==> config.mk <==
export PLATFORM = sky130hd
export DESIGN_NAME = cluster_bus_remap_ctrl
export DESIGN_NICKNAME = d
export VERILOG_FILES = /design/src/rtl/cluster_bus_remap_ctrl.sv
export SDC_FILE = /design/constraint.sdc
export NUM_CORES = 1
export LEC_CHECK = 0
export BUFFER_PORTS_ARGS = -buffer_cell sky130_fd_sc_hd__buf_2
export CORE_MARGIN = 8
export CORE_UTILIZATION = 45
export DETAILED_ROUTE_END_ITERATION = 10
export GPL_TIMING_DRIVEN = 0
export HOLD_SLACK_MARGIN = 0.03
export PLACE_DENSITY = 0.66
export SETUP_SLACK_MARGIN = 0.3
export SLEW_MARGIN = 10
export SYNTH_ARGS = -nofsm -noshare
export SYNTH_HDL_FRONTEND = slang
export SYNTH_SLANG_ARGS = --single-unit
==> constraint.sdc <==
create_clock -name clk_i -period 3.86 [get_ports clk_i]
set_input_delay 0.193 -clock clk_i [delete_from_list [all_inputs] [get_ports clk_i]]
set_output_delay 0.193 -clock clk_i [all_outputs]
set_load 0.02 [all_outputs]
==> src/rtl/cluster_bus_remap_ctrl.sv <==
// ---------------------------------------------------------------------------
// cluster_bus_remap_ctrl
//
// Admission and reconfiguration controller for the cluster AXI crossbar
// address map. Watches the AW/AR/B/R handshakes of every crossbar slave port
// and keeps per-port outstanding write and read counts. Ports that reach
// MAX_TXNS outstanding transactions are throttled. A reconfiguration request
// blocks new address beats and waits until nothing is in flight. The new
// cluster ID is then committed in one cycle, so no transaction is ever decoded
// against a map that is changing.
//
// Handshake semantics (all channels): a beat transfers in a cycle where
// valid and ready are both high. Once a gated AX valid has been presented to
// the crossbar without ready (the beat is "pending"), that port is never
// blocked until the beat transfers, so valid never drops before ready.
//
// Ports:
//   clk_i, rst_ni                  clock, asynchronous active-low reset
//   aw_valid_i / ar_valid_i        AX valid from upstream masters
//   aw_ready_o / ar_ready_o        gated AX ready back to upstream
//   aw_valid_o / ar_valid_o        gated AX valid to the crossbar
//   aw_ready_i / ar_ready_i        AX ready from the crossbar
//   b_valid_i, b_ready_i           B handshake (monitored only)
//   r_valid_i, r_ready_i, r_last_i R handshake (monitored only)
//   cfg_valid_i, cfg_cluster_id_i  reconfiguration request, held until ack
//   cfg_ready_o                    one-cycle pulse when the new ID commits
//   cluster_id_o                   registered ID for the crossbar decode
//   busy_o                         high while draining or committing
//   err_o                          sticky: response seen with zero count
//   state_o                        debug view of the controller state
// ---------------------------------------------------------------------------
module cluster_bus_remap_ctrl #(
  parameter int              NB_SLAVE       = 4,
  parameter int              MAX_TXNS       = 12,
  parameter int              ID_W           = 6,
  parameter logic [ID_W-1:0] RST_CLUSTER_ID = '0
) (
  input  logic                clk_i,
  input  logic                rst_ni,
  input  logic [NB_SLAVE-1:0] aw_valid_i,
  input  logic [NB_SLAVE-1:0] ar_valid_i,
  output logic [NB_SLAVE-1:0] aw_ready_o,
  output logic [NB_SLAVE-1:0] ar_ready_o,
  output logic [NB_SLAVE-1:0] aw_valid_o,
  output logic [NB_SLAVE-1:0] ar_valid_o,
  input  logic [NB_SLAVE-1:0] aw_ready_i,
  input  logic [NB_SLAVE-1:0] ar_ready_i,
  input  logic [NB_SLAVE-1:0] b_valid_i,
  input  logic [NB_SLAVE-1:0] b_ready_i,
  input  logic [NB_SLAVE-1:0] r_valid_i,
  input  logic [NB_SLAVE-1:0] r_ready_i,
  input  logic [NB_SLAVE-1:0] r_last_i,
  input  logic                cfg_valid_i,
  input  logic [ID_W-1:0]     cfg_cluster_id_i,
  output logic                cfg_ready_o,
  output logic [ID_W-1:0]     cluster_id_o,
  output logic                busy_o,
  output logic                err_o,
  output logic [1:0]          state_o
);

  localparam int               CNT_W   = $clog2(MAX_TXNS + 1);
  localparam logic [CNT_W-1:0] CNT_MAX = CNT_W'(MAX_TXNS);
  localparam logic [CNT_W-1:0] CNT_ONE = CNT_W'(1);

  typedef enum logic [1:0] {
    IDLE   = 2'd0,
    DRAIN  = 2'd1,
    UPDATE = 2'd2
  } state_e;

  state_e              state;
  logic [ID_W-1:0]     pend_id;

  logic [CNT_W-1:0]    wcnt     [NB_SLAVE];
  logic [CNT_W-1:0]    rcnt     [NB_SLAVE];
  logic [CNT_W-1:0]    wcnt_nxt [NB_SLAVE];
  logic [CNT_W-1:0]    rcnt_nxt [NB_SLAVE];

  logic [NB_SLAVE-1:0] aw_pend;
  logic [NB_SLAVE-1:0] ar_pend;
  logic [NB_SLAVE-1:0] blk_aw;
  logic [NB_SLAVE-1:0] blk_ar;
  logic [NB_SLAVE-1:0] aw_hs;
  logic [NB_SLAVE-1:0] ar_hs;
  logic [NB_SLAVE-1:0] b_hs;
  logic [NB_SLAVE-1:0] r_hs;
  logic [NB_SLAVE-1:0] w_under;
  logic [NB_SLAVE-1:0] r_under;
  logic                all_idle;

  // -------------------------------------------------------------------------
  // Address-channel gating. A pending beat overrides every block reason.
  // -------------------------------------------------------------------------
  always_comb begin
    blk_aw = '0;
    blk_ar = '0;
    for (int i = 0; i < NB_SLAVE; i++) begin
      blk_aw[i] = ~aw_pend[i] & ((state != IDLE) | (wcnt[i] == CNT_MAX));
      blk_ar[i] = ~ar_pend[i] & ((state != IDLE) | (rcnt[i] == CNT_MAX));
    end
  end

  assign aw_valid_o = aw_valid_i & ~blk_aw;
  assign aw_ready_o = aw_ready_i & ~blk_aw;
  assign ar_valid_o = ar_valid_i & ~blk_ar;
  assign ar_ready_o = ar_ready_i & ~blk_ar;

  assign aw_hs = aw_valid_o & aw_ready_i;
  assign ar_hs = ar_valid_o & ar_ready_i;
  assign b_hs  = b_valid_i & b_ready_i;
  // Only the last R beat closes a read transaction.
  assign r_hs  = r_valid_i & r_ready_i & r_last_i;

  // -------------------------------------------------------------------------
  // Counter next-state. A simultaneous open and close leaves the count alone;
  // a close against an empty count is flagged and the count stays at zero.
  // -------------------------------------------------------------------------
  always_comb begin
    w_under = '0;
    r_under = '0;
    for (int i = 0; i < NB_SLAVE; i++) begin
      wcnt_nxt[i] = wcnt[i];
      rcnt_nxt[i] = rcnt[i];

      if (aw_hs[i] && !b_hs[i]) begin
        if (wcnt[i] != CNT_MAX) wcnt_nxt[i] = wcnt[i] + CNT_ONE;
      end else if (b_hs[i] && !aw_hs[i]) begin
        if (wcnt[i] == '0) w_under[i] = 1'b1;
        else               wcnt_nxt[i] = wcnt[i] - CNT_ONE;
      end

      if (ar_hs[i] && !r_hs[i]) begin
        if (rcnt[i] != CNT_MAX) rcnt_nxt[i] = rcnt[i] + CNT_ONE;
      end else if (r_hs[i] && !ar_hs[i]) begin
        if (rcnt[i] == '0) r_under[i] = 1'b1;
        else               rcnt_nxt[i] = rcnt[i] - CNT_ONE;
      end
    end
  end

  // Drain completion looks only at registered state, so a beat accepted in
  // the same cycle is still seen as in flight on the following cycle.
  always_comb begin
    all_idle = ~(|aw_pend) & ~(|ar_pend);
    for (int i = 0; i < NB_SLAVE; i++) begin
      all_idle = all_idle & (wcnt[i] == '0) & (rcnt[i] == '0);
    end
  end

  // -------------------------------------------------------------------------
  // Counters, pending flags and sticky error.
  // -------------------------------------------------------------------------
  always_ff @(posedge clk_i or negedge rst_ni) begin
    if (!rst_ni) begin
      for (int i = 0; i < NB_SLAVE; i++) begin
        wcnt[i] <= '0;
        rcnt[i] <= '0;
      end
      aw_pend <= '0;
      ar_pend <= '0;
      err_o   <= 1'b0;
    end else begin
      for (int i = 0; i < NB_SLAVE; i++) begin
        wcnt[i] <= wcnt_nxt[i];
        rcnt[i] <= rcnt_nxt[i];
        // Set while presented without ready, cleared when the beat moves.
        if (aw_hs[i])         aw_pend[i] <= 1'b0;
        else if (aw_valid_o[i]) aw_pend[i] <= 1'b1;
        if (ar_hs[i])         ar_pend[i] <= 1'b0;
        else if (ar_valid_o[i]) ar_pend[i] <= 1'b1;
      end
      if (|w_under || |r_under) err_o <= 1'b1;
    end
  end

  // -------------------------------------------------------------------------
  // Reconfiguration FSM. cfg_ready_o and busy_o are registered alongside the
  // state so they line up exactly with UPDATE and DRAIN/UPDATE.
  // -------------------------------------------------------------------------
  always_ff @(posedge clk_i or negedge rst_ni) begin
    if (!rst_ni) begin
      state        <= IDLE;
      pend_id      <= RST_CLUSTER_ID;
      cluster_id_o <= RST_CLUSTER_ID;
      cfg_ready_o  <= 1'b0;
      busy_o       <= 1'b0;
    end else begin
      cfg_ready_o <= 1'b0;
      case (state)
        IDLE: begin
          if (cfg_valid_i) begin
            pend_id <= cfg_cluster_id_i;
            state   <= DRAIN;
            busy_o  <= 1'b1;
          end
        end
        DRAIN: begin
          if (all_idle) begin
            state       <= UPDATE;
            cfg_ready_o <= 1'b1;
          end
        end
        UPDATE: begin
          cluster_id_o <= pend_id;
          state        <= IDLE;
          busy_o       <= 1'b0;
        end
        default: begin
          state  <= IDLE;
          busy_o <= 1'b0;
        end
      endcase
    end
  end

  assign state_o = state;

endmodule

# == After elaboration in Yosys (flattened, before gate mapping) ==
# Index checks and enable logic that the tools add are counted.
# totals
out_inout_bits,27
reg_bits,57
in_bits,45
# classes
reduce_logical,74
mux,79
bitwise_logic,47
add_sub_neg,16
n_eq_ne,36
# ops
operator,n
two-way mux 4 bit,32
two-way mux 1 bit,43
bitwise AND 4 bit,9
nonzero test 2 bit,17
"adder 4 x 1 -> 4 bit, second input constant",8
"equality test 4 bit, second input constant",8
logical NOT 4 bit,8
"inequality test 4 bit, second input constant",8
"subtractor 4 x 1 -> 4 bit, second input constant",8
AND reduction 3 bit,8
"inequality test 2 bit, second input constant",10
bitwise AND 1 bit,17
logical AND 1 bit,16
logical NOT 1 bit,16
"inequality test 2 x 1 -> 1 bit, second input constant",8
OR reduction 4 bit,4
inverter 1 bit,11
inverter 4 bit,2
OR 1 bit,8
AND reduction 2 bit,3
two-way mux 2 bit,2
case mux 2 bit (2 select lines),1
"equality test 2 x 1 -> 1 bit, second input constant",1
"equality test 2 bit, second input constant",1
other kinds (3),3

# == Longest topological paths before layout ==
# logic_depth
ltp_word,13
ltp_mapped,13
mapped_depth_nobuf,13

# == Least setup slack after synthesis ==
# OpenSTA, ideal clock, no wires.
# synth_timing
kind,flip-flop to flip-flop
start,register state[1] (netlist: state_o[1])
end,register wcnt[11] (netlist name)
arrival_time_ps,2671
slack_ps,1065
required_ps,3736
path_buffers,1
setup_time_ps,124
path_stages_with_launch,14
cell_sequence,dfrtp_1 -> buf_6 -> nor2_4 -> a21oi_1 -> nor2b_1 -> and2_1 -> ha_1 -> inv_1 -> ha_1 -> a21o_1 -> a21oi_1 -> xnor2_1 -> nand2_1 -> xnor2_1
# synth_between
elab_chain_cells,10
elab_cells_between_ends,14
cone_classes,eq/ne: 2; mux: 1; bitwise: 5; reduce/logical: 6
# synth_rtl
item,line_no,rtl
start: declaration,72,state_e state;
start signal: assignment,183,state <= IDLE;
start signal: assignment,194,state <= DRAIN;
start signal: assignment,200,state <= UPDATE;
nonzero test 2 bit *,99,blk_aw[i] = ~aw_pend[i] & ((state != IDLE) | (wcnt[i] == CNT_MAX));
OR 1 bit *,99,
bitwise AND 1 bit *,99,
inverter 4 bit *,104,assign aw_valid_o = aw_valid_i & ~blk_aw;
bitwise AND 4 bit *,104,
net aw_valid_o[1],44,"output logic [NB_SLAVE-1:0] aw_valid_o,"
bitwise AND 4 bit *,109,assign aw_hs = aw_valid_o & aw_ready_i;
logical NOT 1 bit,128,end else if (b_hs[i] && !aw_hs[i]) begin
logical AND 1 bit,128,
nonzero test 2 bit (no line),-,
AND reduction 3 bit (no line),-,
end signal: indexed assignment,165,wcnt[i] <= wcnt_nxt[i];
end: declaration,75,logic [CNT_W-1:0] wcnt [NB_SLAVE];
# The timed path passes the listed nets; every way through them passes the cells marked *.
# A chain may end at the register's enable or synchronous reset.

# == Worst setup path after layout ==
# layout_timing
start,register state[1] (netlist: state_o[1])
end,register wcnt[11] (netlist name)
# layout_between
elab_chain_cells,10
elab_cells_between_ends,14
cone_classes,eq/ne: 2; mux: 1; bitwise: 5; reduce/logical: 6
# layout_rtl
item,line_no
nonzero test 2 bit *,99
OR 1 bit *,99
bitwise AND 1 bit *,99
inverter 4 bit *,104
bitwise AND 4 bit *,104
bitwise AND 4 bit *,109
logical NOT 1 bit,128
logical AND 1 bit,128
nonzero test 2 bit (no line),-
AND reduction 3 bit (no line),-
# Mark *: on every way between the ends. The rest lies on a longest branch, timed or not.

==> report_table.html <==
<table>
<tr><th>Metric</th><th>Value</th></tr>
<tr><th colspan="2">Setup path</th></tr>
<tr><td>CP endpoint kind</td><td>flip-flop</td></tr>
<tr><td>Crit path kind</td><td>flip-flop to flip-flop</td></tr>
<tr><td>Reg-to-reg critical path endpoint</td><td>wcnt[11]$_DFFE_PN0P_</td></tr>
<tr><td>Slowest cell on crit path</td><td>dfrtp_1</td></tr>
<tr><td>Critical Path Start Type</td><td>flip-flop</td></tr>
<tr><td>Critical path data required time</td><td>4090 ps</td></tr>
<tr><td>Highest cell delay on the worst timing path</td><td>410 ps</td></tr>
<tr><td>Data arrival time at the worst-slack endpoint</td><td>3130 ps</td></tr>
<tr><td>Depth of the worst register-to-register path</td><td>13</td></tr>
<tr><td>Register-to-Register Setup Slack</td><td>960 ps</td></tr>
<tr><td>Launching point of the worst reg2reg path</td><td>state_o[1]$_DFFE_PN0P_</td></tr>
<tr><td>CP Max Fanout</td><td>10</td></tr>
<tr><td>Capture point of the worst path</td><td>wcnt[11]$_DFFE_PN0P_</td></tr>
<tr><td>Startpoint of the worst setup timing path</td><td>state_o[1]$_DFFE_PN0P_</td></tr>
<tr><td>Cells traversed along the worst timing path</td><td>buf_6, nor2_4, a21oi_1, nor2b_1, and2_1, ha_1, inv_1, ha_1, a21o_1, a21oi_1, xnor2_1, nand2_1, xnor2_1</td></tr>
<tr><th colspan="2">Floorplanning</th></tr>
<tr><td>Std-Cell Core Area</td><td>0.00822 sq mm</td></tr>
<tr><td>Full die area</td><td>0.0117 sq mm</td></tr>
<tr><td>Die Wd</td><td>108 um</td></tr>
<tr><td>Chip Height</td><td>108 um</td></tr>
<tr><td>Initial Util</td><td>0.463</td></tr>
<tr><td>Num ports</td><td>72</td></tr>
<tr><td>Std-Cell Rows</td><td>33</td></tr>
<tr><th colspan="2">Cells and area</th></tr>
<tr><td>Final instance area</td><td>0.00454 sq mm</td></tr>
<tr><td>Count of filler cells inserted in the layout</td><td>761</td></tr>
<tr><td>Count of non-filler cells in the finished layout</td><td>586</td></tr>
<tr><td>Nets</td><td>540</td></tr>
<tr><td>Synth-to-layout area growth</td><td>19.3%</td></tr>
<tr><td>Share of final-layout standard cells stronger than drive strength 1</td><td>0.270</td></tr>
<tr><td>Ant diodes</td><td>0</td></tr>
<tr><th colspan="2">Synth</th></tr>
<tr><td>Share of Yosys cell area claimed by the top area cell type</td><td>0.375</td></tr>
<tr><td>Library cell with the largest summed area after synthesis</td><td>dfrtp_1</td></tr>
<tr><td>Most common library cells after synthesis</td><td>57 x dfrtp_1, 24 x a21oi_1, 24 x nor2_1</td></tr>
<tr><td>Synthesized area divided by synthesized cell count</td><td>9.71 sq um</td></tr>
<tr><td>Number of flops mapped to enable cells by yosys</td><td>0</td></tr>
<tr><td>Total of warnings raised by yosys</td><td>0</td></tr>
<tr><td>Post-Syn Instances</td><td>392</td></tr>
<tr><td>Netlist area before placement</td><td>0.00380 sq mm</td></tr>
<tr><td>Register area share after synthesis</td><td>0.375</td></tr>
<tr><td>Total of flip-flops plus latches after synthesis</td><td>57</td></tr>
<tr><td>Number of different library cells in the post-synthesis netlist</td><td>59</td></tr>
<tr><td>Most instantiated library cell after synthesis</td><td>dfrtp_1</td></tr>
<tr><td>Proportion of register bits with asynchronous set or reset after synthesis</td><td>1.00</td></tr>
<tr><td>Prevailing post-synth register cell</td><td>dfrtp_1</td></tr>
<tr><td>Leading post-synthesis cells by cell area</td><td>dfrtp_1 37%, mux2_2 6.2%, ha_1 5.9%, a21oi_1 3.2%, xor2_1 2.8%</td></tr>
<tr><td>Syn Nets</td><td>456</td></tr>
<tr><th colspan="2">STA</th></tr>
<tr><td>Final Hold Violating Endpoints</td><td>0</td></tr>
<tr><td>Fin Clk Skew</td><td>11.1 ps</td></tr>
<tr><td>Min Clock Period, post-route</td><td>2900 ps</td></tr>
<tr><td>Unrepaired setup endpoints after global routing</td><td>no</td></tr>
<tr><td>Total count of max-transition violations in the final report</td><td>0</td></tr>
<tr><td>Post-route clock period utilization</td><td>0.751</td></tr>
<tr><td>Highest attainable clock frequency</td><td>345 MHz</td></tr>
<tr><td>Final setup TNS</td><td>0 ps</td></tr>
<tr><td>Count of final setup violators</td><td>0</td></tr>
<tr><td>Post-Route Hold Slack</td><td>42.7 ps</td></tr>
<tr><td>Worst Tran Pin Value</td><td>733 ps</td></tr>
<tr><td>Max_slew headroom</td><td>0.507</td></tr>
<tr><th colspan="2">Routing</th></tr>
<tr><td>Number of nets still failing antenna checks after routing</td><td>0</td></tr>
<tr><td>Iteration-0 DRC count of the detailed router</td><td>110</td></tr>
<tr><td>Overall via count from detail_route</td><td>3,363</td></tr>
<tr><td>Post-detailed-route DRC marker count</td><td>0</td></tr>
<tr><td>Routed Wire Length</td><td>9180 um</td></tr>
<tr><td>Detailed Routing Iterations Pass 1</td><td>7</td></tr>
<tr><td>Drt via density</td><td>5.74</td></tr>
<tr><td>Routed len/inst</td><td>15.7 um</td></tr>
<tr><th colspan="2">Pwr</th></tr>
<tr><td>Leakage power figure</td><td>2.01 nW</td></tr>
<tr><td>Worst vdd rail ir drop</td><td>0.252 mV</td></tr>
<tr><td>Power density normalized to cell area</td><td>629 mW/mm^2</td></tr>
<tr><th colspan="2">Clock network</th></tr>
<tr><td>Clock net sink count</td><td>57</td></tr>
<tr><td>Number of setup buffers added after CTS</td><td>0</td></tr>
<tr><td>Clock tree from TritonCTS</td><td>built</td></tr>
<tr><td>Max clock buf depth</td><td>2</td></tr>
<tr><td>Master cell of the clock root buffer</td><td>clkbuf_8</td></tr>
<tr><td>Total number of H-tree levels</td><td>3</td></tr>
<tr><td>Clock transition time at the flip-flop clock pins of the worst setup and hold paths</td><td>80 ps</td></tr>
<tr><td>Number of buffers created by CTS</td><td>9</td></tr>
<tr><td>Insertion delay of the later-clocked pin in the worst-skew pair</td><td>340 ps</td></tr>
<tr><th colspan="2">Global route</th></tr>
<tr><td>Gr ovfl total</td><td>0</td></tr>
<tr><td>Antenna violations before repair</td><td>0</td></tr>
<tr><td>Total Routing Usage GR</td><td>0.162</td></tr>
<tr><td>Vias in the first global route</td><td>3,261</td></tr>
<tr><td>Largest net degree at the start of global routing</td><td>58</td></tr>
<tr><td>Wire length of the first global-routing pass</td><td>15,400 um</td></tr>
<tr><th colspan="2">Placement</th></tr>
<tr><td>Count of buffers from port buffering</td><td>71</td></tr>
<tr><td>Last weighted congestion value of the routability-driven placer</td><td>0.829</td></tr>
<tr><td>Post-Place Cells</td><td>568</td></tr>
<tr><td>Post-placement cell area</td><td>0.00429 sq mm</td></tr>
<tr><td>Post-detailed-placement half-perimeter wirelength</td><td>6910 um</td></tr>
<tr><th colspan="2">Outcome</th></tr>
<tr><td>Outcome</td><td>finished clean</td></tr>
<tr><th colspan="2">Job</th></tr>
<tr><td>Max cap viols</td><td>0</td></tr>
<tr><th colspan="2">Min path</th></tr>
<tr><td>Kind of path behind the tightest hold check</td><td>primary input to flip-flop</td></tr>
</table>
timing repair:
action | CTS | global route
hold buffers | 2 | 0
endpoints found under the hold margin | 58 | 0
resized for setup | 0 | 0
cells by family (layout without fill, tap and decap cells):
kind of cell	after synthesis	count (layout)	share of synthesized area
DFF	57	57	0.375
AOI/OAI and AO/OA	98	98	0.183
adders and majority gates	19	19	0.0645
muxes	22	22	0.0648
buffers and inverters	15	104	0.0181
xor gates and xnor gates	21	21	0.0483
and+or+nand+nor	160	160	0.246
critical path: cells and delay by family (launching register included):
kind | cells | cell delay [ps]
flops | 1 | 410
xor+xnor | 2 | 280
simple gates | 4 | 840
fa+ha+maj | 2 | 470
buf+inv | 2 | 280
compound gates | 3 | 500
where the power goes:
part	internal (mW)	switching [mW]	leakage, nW
Combinational	0.573	0.567	1.21
Clock	0.369	0.273	0.110
Sequential	0.797	0.278	0.695
Total	1.74	1.12	2.01
routing by layer:
layer,global-route usage,vias up,share of wire
met5,0,-,0
met3,0.0387,13,0.058
met4,0.0644,0,0.015
met2,0.259,80,0.47
li1,-,1657,-
met1,0.206,1613,0.46
registers in the layout, indices dropped and copies added, names as in the netlist:
signal,cells
rcnt,16
wcnt,16
cluster_id_o,6
pend_id,6
ar_pend,4
aw_pend,4
state_o,2
busy_o,1
cfg_ready_o,1
err_o,1
cell usage in the layout, fill, tap and decap left out, drive strengths merged, types with 7 or more instances in the layout:
| cell | instances |
|---|---|
| and2 | 11 |
| o211ai | 8 |
| dfrtp | 57 |
| clkbuf | 12 |
| a31oi | 8 |
| nand4bb | 7 |
| xor2 | 12 |
| xnor2 | 9 |
| nor2b | 14 |
| ha | 18 |
| mux2 | 21 |
| o21ai | 14 |
| nand3 | 17 |
| nand2b | 8 |
| inv | 8 |
| nand2 | 22 |
| nor3 | 8 |
| nor2 | 25 |
| and3 | 13 |
| buf | 76 |
| nor4 | 13 |
| a21oi | 25 |
worst min path at each step:
stage | start | endpoint | slack [ps] | cells after the start
3_5_place_dp | rst_ni | wcnt[15]$_DFFE_PN0P_ | 320 | 1
3_3_place_gp | aw_ready_i[2] | aw_pend[2]$_DFFE_PN0P_ | 390 | 2
2_1_floorplan | rst_ni | ar_pend[0]$_DFFE_PN0P_ | -100 | 0
6_report | aw_ready_i[2] | aw_pend[2]$_DFFE_PN0P_ | 40 | 2
5_1_grt | aw_ready_i[2] | aw_pend[2]$_DFFE_PN0P_ | 60 | 2
4_1_cts | aw_ready_i[2] | aw_pend[2]$_DFFE_PN0P_ | 30 | 2
cell type report:
cell class / instances / area (sq um) / share of cell area
Clock buffer: 9 / 124 / 0.0273
Timing Repair Buffer: 73 / 378 / 0.0832
Multi-Input combinational cell: 320 / 2310 / 0.509
Buffer: 8 / 42.5 / 0.00937
Inverter: 7 / 26.3 / 0.00579
Tap cell: 105 / 131 / 0.0289
Clock inverter: 7 / 103 / 0.0226
Sequential cell: 57 / 1430 / 0.314
through the flow:
| step | power [mW] | utilization | setup slack [ps] |
|---|---|---|---|
| finish | 2.86 | 0.553 | 961 |
| global route | 3.08 | 0.553 | 763 |
| CTS | 2.86 | 0.553 | 992 |
| detailed placement | 2.21 | 0.523 | 1020 |
| global placement | 2.15 | 0.522 | 1050 |
| floorplan | 1.91 | - | 1070 |
Note: power is estimated with default switching activity, not from simulation.
